**src/rtl/mem_stage_pkg.sv**
```systemverilog
// Shared constants and types for the MEM pipeline stage.
package mem_stage_pkg;
   typedef enum logic {
      IDLE = 1'b0,
      WAIT = 1'b1
   } state_t;

   localparam int         TIMEOUT_DEF = 16;
   localparam logic [3:0] REG_ZERO    = 4'h0;
endpackage

```
**src/rtl/Register.sv**
```systemverilog
// Multi-bit enabled register, async active-high clear.
module Register #(
   parameter int WIDTH = 16
) (
   input  logic             clk,
   input  logic             rst,
   input  logic             wen,
   input  logic [WIDTH-1:0] d,
   output logic [WIDTH-1:0] q
);
   always_ff @(posedge clk or posedge rst) begin
      if (rst)      q <= '0;
      else if (wen) q <= d;
   end
endmodule

```
**src/rtl/dff.sv**
```systemverilog
// Single-bit enabled flop, async active-high clear.
module dff (
   input  logic clk,
   input  logic rst,
   input  logic wen,
   input  logic d,
   output logic q
);
   always_ff @(posedge clk or posedge rst) begin
      if (rst)      q <= 1'b0;
      else if (wen) q <= d;
   end
endmodule

```
**src/rtl/mem_stage_wb_store_fwd.sv**
```systemverilog
// Store-data bypass from the WB stage; r0 is never a forwarding source.
module wb_store_fwd
   import mem_stage_pkg::*;
(
   input  logic        wb_RegWrite,
   input  logic [3:0]  wb_wreg,
   input  logic [15:0] wb_data,
   input  logic [3:0]  st_reg,
   input  logic [15:0] st_data,
   output logic [15:0] fwd_data
);
   logic hit;

   assign hit      = wb_RegWrite && (wb_wreg == st_reg) && (wb_wreg != REG_ZERO);
   assign fwd_data = hit ? wb_data : st_data;
endmodule

```
**src/rtl/mem_stage.sv**
```systemverilog
// MEM stage: issues a memory access, stalls upstream until the response or
// a watchdog timeout, and hands results plus control to the MEM/WB latch.
module mem_stage
   import mem_stage_pkg::*;
#(
   parameter int TIMEOUT = TIMEOUT_DEF,
   parameter int CNT_W   = 5
) (
   input  logic        clk,
   input  logic        rst,
   input  logic        MemRead_in,
   input  logic        MemWrite_in,
   input  logic        MemtoReg_in,
   input  logic        RegWrite_in,
   input  logic        PCS_in,
   input  logic [3:0]  wreg_in,
   input  logic [3:0]  st_reg_in,
   input  logic [15:0] alu_in,
   input  logic [15:0] st_data_in,
   input  logic [15:0] npc_in,
   input  logic        wb_RegWrite,
   input  logic [3:0]  wb_wreg,
   input  logic [15:0] wb_data,
   output logic        mem_req,
   output logic        mem_we,
   output logic [15:0] mem_addr,
   output logic [15:0] mem_wdata,
   input  logic [15:0] mem_rdata,
   input  logic        mem_valid,
   output logic        mem_stall,
   output logic        mem_err,
   output logic        MemtoReg_out,
   output logic        RegWrite_out,
   output logic        PCS_out,
   output logic [3:0]  wreg_out,
   output logic [15:0] npc_out,
   output logic [15:0] alu_out,
   output logic [15:0] mem_out
);
   localparam logic [CNT_W-1:0] CNT_LAST = CNT_W'(TIMEOUT - 1);

   logic             mem_op;
   logic [15:0]      fwd_data;
   logic             state_q;
   state_t           state, state_nxt;
   logic [CNT_W-1:0] cnt, cnt_nxt;
   logic             cap;
   logic             hold_we;
   logic [15:0]      hold_addr, hold_wdata;

   assign mem_op = MemRead_in | MemWrite_in;
   assign state  = state_t'(state_q);

   wb_store_fwd u_fwd (
      .wb_RegWrite (wb_RegWrite),
      .wb_wreg     (wb_wreg),
      .wb_data     (wb_data),
      .st_reg      (st_reg_in),
      .st_data     (st_data_in),
      .fwd_data    (fwd_data)
   );

   dff u_state (.clk(clk), .rst(rst), .wen(1'b1), .d(logic'(state_nxt)), .q(state_q));

   Register #(.WIDTH(CNT_W)) u_cnt (.clk(clk), .rst(rst), .wen(1'b1), .d(cnt_nxt), .q(cnt));

   // Request attributes are latched once at issue and replayed for the whole wait.
   dff u_hold_we (.clk(clk), .rst(rst), .wen(cap), .d(MemWrite_in), .q(hold_we));

   Register #(.WIDTH(16)) u_hold_addr (.clk(clk), .rst(rst), .wen(cap), .d(alu_in), .q(hold_addr));

   Register #(.WIDTH(16)) u_hold_wdata (.clk(clk), .rst(rst), .wen(cap), .d(fwd_data), .q(hold_wdata));

   always_comb begin
      state_nxt = state;
      cnt_nxt   = cnt;
      cap       = 1'b0;
      mem_req   = 1'b0;
      mem_stall = 1'b0;
      mem_err   = 1'b0;
      mem_out   = 16'h0000;
      mem_we    = 1'b0;
      mem_addr  = alu_in;
      mem_wdata = fwd_data;
      case (state)
         IDLE: begin
            // A late mem_valid here belongs to an access killed by reset.
            if (mem_op) begin
               mem_req   = 1'b1;
               mem_we    = MemWrite_in;
               mem_stall = 1'b1;
               cap       = 1'b1;
               cnt_nxt   = '0;
               state_nxt = WAIT;
            end
         end
         WAIT: begin
            mem_we    = hold_we;
            mem_addr  = hold_addr;
            mem_wdata = hold_wdata;
            if (mem_valid) begin
               if (!hold_we) mem_out = mem_rdata;
               state_nxt = IDLE;
            end else if (cnt == CNT_LAST) begin
               mem_err   = 1'b1;
               state_nxt = IDLE;
            end else begin
               // Leaves before reaching CNT_LAST+1, so it can never wrap.
               mem_stall = 1'b1;
               cnt_nxt   = cnt + 1'b1;
            end
         end
         default: state_nxt = IDLE;
      endcase
      if (rst) begin
         mem_req   = 1'b0;
         mem_stall = 1'b0;
         mem_err   = 1'b0;
         mem_out   = 16'h0000;
      end
   end

   // Stalled cycles become bubbles; an aborted access must not write back.
   assign RegWrite_out = RegWrite_in & ~mem_stall & ~mem_err;
   assign MemtoReg_out = MemtoReg_in & ~mem_stall;
   assign PCS_out      = PCS_in;
   assign wreg_out     = wreg_in;
   assign npc_out      = npc_in;
   assign alu_out      = alu_in;
endmodule

```
**config.mk**
```make
export PLATFORM = sky130hd
export DESIGN_NAME = mem_stage
export DESIGN_NICKNAME = d
export VERILOG_FILES = /design/src/rtl/mem_stage_pkg.sv /design/src/rtl/Register.sv /design/src/rtl/dff.sv /design/src/rtl/mem_stage_wb_store_fwd.sv /design/src/rtl/mem_stage.sv
export SDC_FILE = /design/constraint.sdc
export NUM_CORES = 1
export LEC_CHECK = 0
export CORE_ASPECT_RATIO = 0.9
export CORE_UTILIZATION = 36
export CTS_CLUSTER_DIAMETER = 30
export DETAILED_ROUTE_END_ITERATION = 10
export PLACE_DENSITY = 0.82
export SLEW_MARGIN = 0
export SYNTH_ARGS = -nofsm -noshare
export SYNTH_HDL_FRONTEND = slang
export SYNTH_SLANG_ARGS = --single-unit
```
**constraint.sdc**
```tcl
create_clock -name clk -period 4.8 [get_ports clk]
set_input_delay 1.44 -clock clk [delete_from_list [all_inputs] [get_ports clk]]
set_output_delay 1.44 -clock clk [all_outputs]
set_load 0.03 [all_outputs]
```
-- After elaboration in Yosys (flattened, before gate mapping)
Index checks and enable logic that the tools add are counted.
- $add $sub $neg: 1
- equality and inequality tests: 5
- muxes and demuxes: 24
- bitwise logic cells: 7
- reduce and logical (&&, ||, !) cells: 4
- operators with widths (operator ; number):
    2-to-1 mux 16 bit ; 7
    2-to-1 mux 5 bit ; 3
    2-to-1 mux 1 bit ; 11
    one-hot mux 5 bit (2 select lines) ; 1
    inequality test 2 bit, second input constant ; 3
    adder 5 x 1 -> 5 bit, second input constant ; 1
    == test 5 x 4 -> 1 bit, second input constant ; 1
    == test 4 bit ; 1
    one-hot mux 1 bit (2 select lines) ; 2
    nonzero test 4 bit ; 1
    bitwise AND 1 bit ; 3
    NOT 1 bit ; 3
    AND reduction 3 bit ; 1
    logical AND 1 bit ; 2
    OR 1 bit ; 1
- bits in registers: 39
- bits of input ports: 101
- output and inout port bits: 91
- word-level logic and storage cells: 46

-- Depth between registers and ports, before layout
- word-level depth: 8
- mapped depth: 7

-- By module
Synthesis repeated with hierarchy kept, for this count alone.
- cell total of the unflattened synthesis: 238
- area, all modules: 2886.5 um^2
- by module, submodules not included (module ; times used ; cells an instance ; area each (um^2)):
    Register (u_hold_addr ...) ; 2 ; 35 ; 653.1
    mem_stage ; 1 ; 126 ; 1001.0
    wb_store_fwd ; 1 ; 25 ; 306.5
    Register (u_cnt) ; 1 ; 11 ; 185.2
    dff ; 2 ; 3 ; 43.8

-- Worst setup path before layout
OpenSTA, ideal clock, no wires.
- path type: input -> output
- from: input rst
- to: output mem_out[10]
- data arrival time: 3191 ps
- setup slack: 169 ps
- stages: 4
- path buffers: 1
- path through: inv_1 and4_1 clkbuf_1 and2_1
- cells in the longest elaborated chain, start to end: 1
- ends and longest elaborated chain (element ; line ; source):
    from (decl) ; mem_stage.sv:10 ; input logic rst,
    2-to-1 mux 16 bit ; mem_stage.sv:115 ; if (rst) begin
    to (decl) ; mem_stage.sv:38 ; output logic [15:0] mem_out
Every way passes these cells.

-- Final worst setup path
- from: input wb_wreg[3]
- to: output mem_wdata[5]
- cells in the longest elaborated chain, start to end: 5
- elaborated cells between the ends (all ways): 6
- ends and longest elaborated chain (element ; line ; source):
    from (decl) ; mem_stage.sv:22 ; input logic [3:0] wb_wreg,
    == test 4 bit ; mem_stage_wb_store_fwd.sv:14 ; assign hit = wb_RegWrite && (wb_wreg == st_reg) && (wb_wreg != REG_ZERO);
    logical AND 1 bit ; mem_stage_wb_store_fwd.sv:14 ;
    logical AND 1 bit * ; mem_stage_wb_store_fwd.sv:14 ;
    2-to-1 mux 16 bit * ; mem_stage_wb_store_fwd.sv:15 ; assign fwd_data = hit ? wb_data : st_data;
    2-to-1 mux 16 bit * ; mem_stage.sv:85 ; case (state)
    to (decl) ; mem_stage.sv:27 ; output logic [15:0] mem_wdata,
Mark *: on every way between the ends. The rest lies on a longest branch, timed or not.

==> flow_summary_export.csv <==
group,metric,value,unit
route,drt-vias-per-instance,5.03,
route,drt_pre_antenna_iters,4,
final_layout,syn_to_final_growth,49.8,%
clock_network,cts_buffers,5,
route,post_drt_wl_per_cell,14.0,um
place,post-place-cells,518,
floorplanning,initial_core_util,37.2,%
yosys,yosysTopAreaCellShare,34.8,%
yosys,compound_gate_portion_of_the_synthesized_area,18.5,%
yosys,synth_seq_area_share,34.8,%
yosys,synth_most_common_cell,"nand2_1",
yosys,post_synth_simple_gate_area,22.0,%
global_route,grt_antenna_before_repair,0,
final_layout,post-route-cell-area,0.00420,sq mm
sta,final.setup_skew,0.0118,ns
route,drt_first_iter_violations,90,
floorplanning,dieWidth,95.0,um
clock_network,clock_latency,0.29,ns
critical_path,critPathArrivalTime,3.29,ns
sta,period_share,98.5,%
critical_path,startpoint,"wb_wreg[3]",
yosys,synthMuxAreaShare,6.83,%
status,result_of_the_run,"finished, final reports clean",
place,routability_congestion_estimate_from_global_placement,0.759,
critical_path,critical_path.endpoint_type,"output port",
power,leakagePower,0.00171,uW
yosys,yosys.area_share.xor_xnor,1.56,%
min_path,hp-start,"u_hold_addr.q[2]$_DFFE_PP0P_",
yosys,synthesis.area,0.00280,sq mm
floorplanning,io_pins,192,
floorplanning,die_area,0.00815,sq mm
yosys,synth_area_leaders,"dfrtp_1, buf_4, o31ai_4",
sta,worst_pin_slew,0.802,ns
power,finalPower,1590,uW
clock_network,post-cts-setup-buffers,0,
sta,slew_limit_headroom,46.5,%
yosys,netlist-cell-type-count,36,
yosys,postSynthRegisterBits,39,
final_layout,layout-drive-gt1-share,16.3,%
clock_network,clock_tree_from_tritoncts,"built",
place,dpl-instance-area,0.00410,sq mm
sta,achievable-frequency,211,MHz
final_layout,antenna_cells_inserted,0,
floorplanning,num_rows,30,
floorplanning,coreArea,0.00754,sq mm
yosys,synth_top_area_cell,"dfrtp_1",
yosys,total_nets_after_synthesis,419,
global_route,wire_length_of_the_first_global_routing_pass,11600,um
yosys,yosys_warnings,0,
clock_network,clock_tree.buffer_depth,2,
job,maxCapViolCount,0,
clock_network,clock_pin_slew_of_the_registers_on_the_worst_case_setup_and_hold_paths,0.07,ns
critical_path,timing.setup.critical_path_class,"input pin to output port",
yosys,synth_adder_area_share,0.892,%
critical_path,crit-reg2reg-launch,"u_state.q$_DFF_PP0_",
sta,tns,0,ns
sta,timing_hold_violations_final,0,
yosys,synth_top_family_by_area,"simple AND/OR/NAND/NOR gates",
yosys,postSynthCellCount,316,
min_path,hold_class,"register to register",
sta,finalSetupViolCount,0,
final_layout,post_layout_nonfiller_instances,526,
clock_network,clock-root-buffer,"clkbuf_8",
global_route,vias_in_the_first_global_route,2428,
sta,grt_setup_unrepaired,"yes",
final_layout,nets_finish,532,
route,antenna_violating_nets_post_route,0,
sta,slew_viol_final,0,
clock_network,htree_levels,2,
yosys,avg_synthesized_cell_area,8.87,sq um
route,detail_route.drc_violations,0,
route,detail_route.wirelength,7360,um
final_layout,final_core_utilization,55.7,%
floorplanning,die-height,85.7,um
place,detailedPlacementHpwl,5670,um
final_layout,fillCellCount,654,
global_route,grt_usage,18.0,%
route,dr_total_vias,2644,
power,power-per-cell-area,379,mW/mm^2
power,vdd.ir_drop.worst,140,uV
critical_path,cp_max_fo,7,
global_route,pin_count_of_the_biggest_net_entering_global_routing,51,
yosys,ys.flop_type,"dfrtp_1",
clock_network,cts_sinks,39,
yosys,synth-edff-count,0,
yosys,asyncSetResetFlopFracSynth,100,%
critical_path,worst_setup_path_start_kind,"input pin",
sta,final_period_minus_worst_setup_slack,4.73,ns
place,numPortBuffers,149,
global_route,grt.overflow.total,0,
yosys,synthTopCellsByCount,"nand2_1, buf_4, dfrtp_1, nor2_1, a31oi_1",
critical_path,data_required_critical_path,3.36,ns
flip-flops by register name, summed over array words and instances (netlist names):
name and flops:
u_state.q 1, u_cnt.q 5, u_hold_we.q 1, u_hold_wdata.q 16, u_hold_addr.q 16
final cells by class:
type / count / area, sq um / area share, %
timing repair buffer: 165 / 1590 / 38.0
inverter: 5 / 18.8 / 0.447
multi-input combinational: 213 / 1410 / 33.5
clock buffer: 6 / 72.6 / 1.73
clock inverter: 2 / 12.5 / 0.298
sequential: 39 / 976 / 23.2
tap: 96 / 120 / 2.86
worst max-delay path: stages:
cell and delay (ns):
clkdlybuf4s50_1 0.44, xor2_1 0.18, or2_1 0.34, o31ai_1 0.38, a31oi_1 0.13, dlygate4sd2_1 0.38
through the flow:
step / hold slack (ns) / worst slack, ns
global placement: 0.452 / -0.0671
finish: 0.474 / 0.0698
global route: 0.498 / -0.00868
floorplan: 0.440 / 0.169
detailed placement: 0.458 / -0.156
CTS: 0.477 / 0.0676
what timing repair did:
action,CTS,global route
gates resized for setup,4,6
hold buffers,0,0
endpoints found under the setup margin,4,4
cell usage in the layout (no fill, tap or decap), drive strengths merged, types with 2 or more instances in the layout:
cell | synthesis | routed
a31oi | 32 | 32
o21bai | 2 | 2
nand2 | 50 | 50
and3 | 2 | 2
nor2 | 38 | 38
dfrtp | 39 | 39
o31ai | 16 | 16
and2 | 16 | 16
clkbuf | 11 | 6
mux2 | 17 | 17
dlygate4sd2 | 0 | 4
clkinv | 0 | 2
buf | 48 | 30
o21ba | 2 | 2
clkdlybuf4s50 | 0 | 130
nor3b | 2 | 2
inv | 5 | 4
o21ai | 2 | 2
xor2 | 4 | 4
ha | 2 | 2
nand4 | 17 | 17
report_power, final:
group          switching [uW]  internal, uW  leakage (uW)
logic                     496           379       0.00121
registers                70.6           434      0.000462
clock network             113           102     0.0000412
total                     680           914       0.00171
final timing paths:
kind	depth (start not counted)	slack [ns]	end
setup reg to reg	4	2.88	u_cnt.q[0]$_DFFE_PP0P_
hold / removal	2	0.47	u_hold_addr.q[2]$_DFFE_PP0P_
max in group asynchronous	3	2.79	u_cnt.q[4]$_DFFE_PP0P_
setup / recovery	6	0.07	mem_wdata[5]
hold reg to reg	2	0.47	u_hold_addr.q[2]$_DFFE_PP0P_
min in group asynchronous	3	1.67	u_hold_wdata.q[11]$_DFFE_PP0P_
metal layers:
layer	vias up	global-route usage, %	part of all wire, %	wire length [um]
met5	-	0	0	0
met4	0	4.41	0.65	48
met3	6	4.79	9.1	668
met2	127	31.9	50	3680
met1	1217	21.6	40	2960
li1	1294	-	-	-
logic make-up after synthesis:
family,after synthesis
AO/OA/AOI/OAI,56
XOR/XNOR,5
adder cells (fa/ha/maj),2
buffers and inverters,64
flip-flops,39
multiplexers,17
AND/OR/NAND/NOR,133
(Power assumes the default switching activity.)
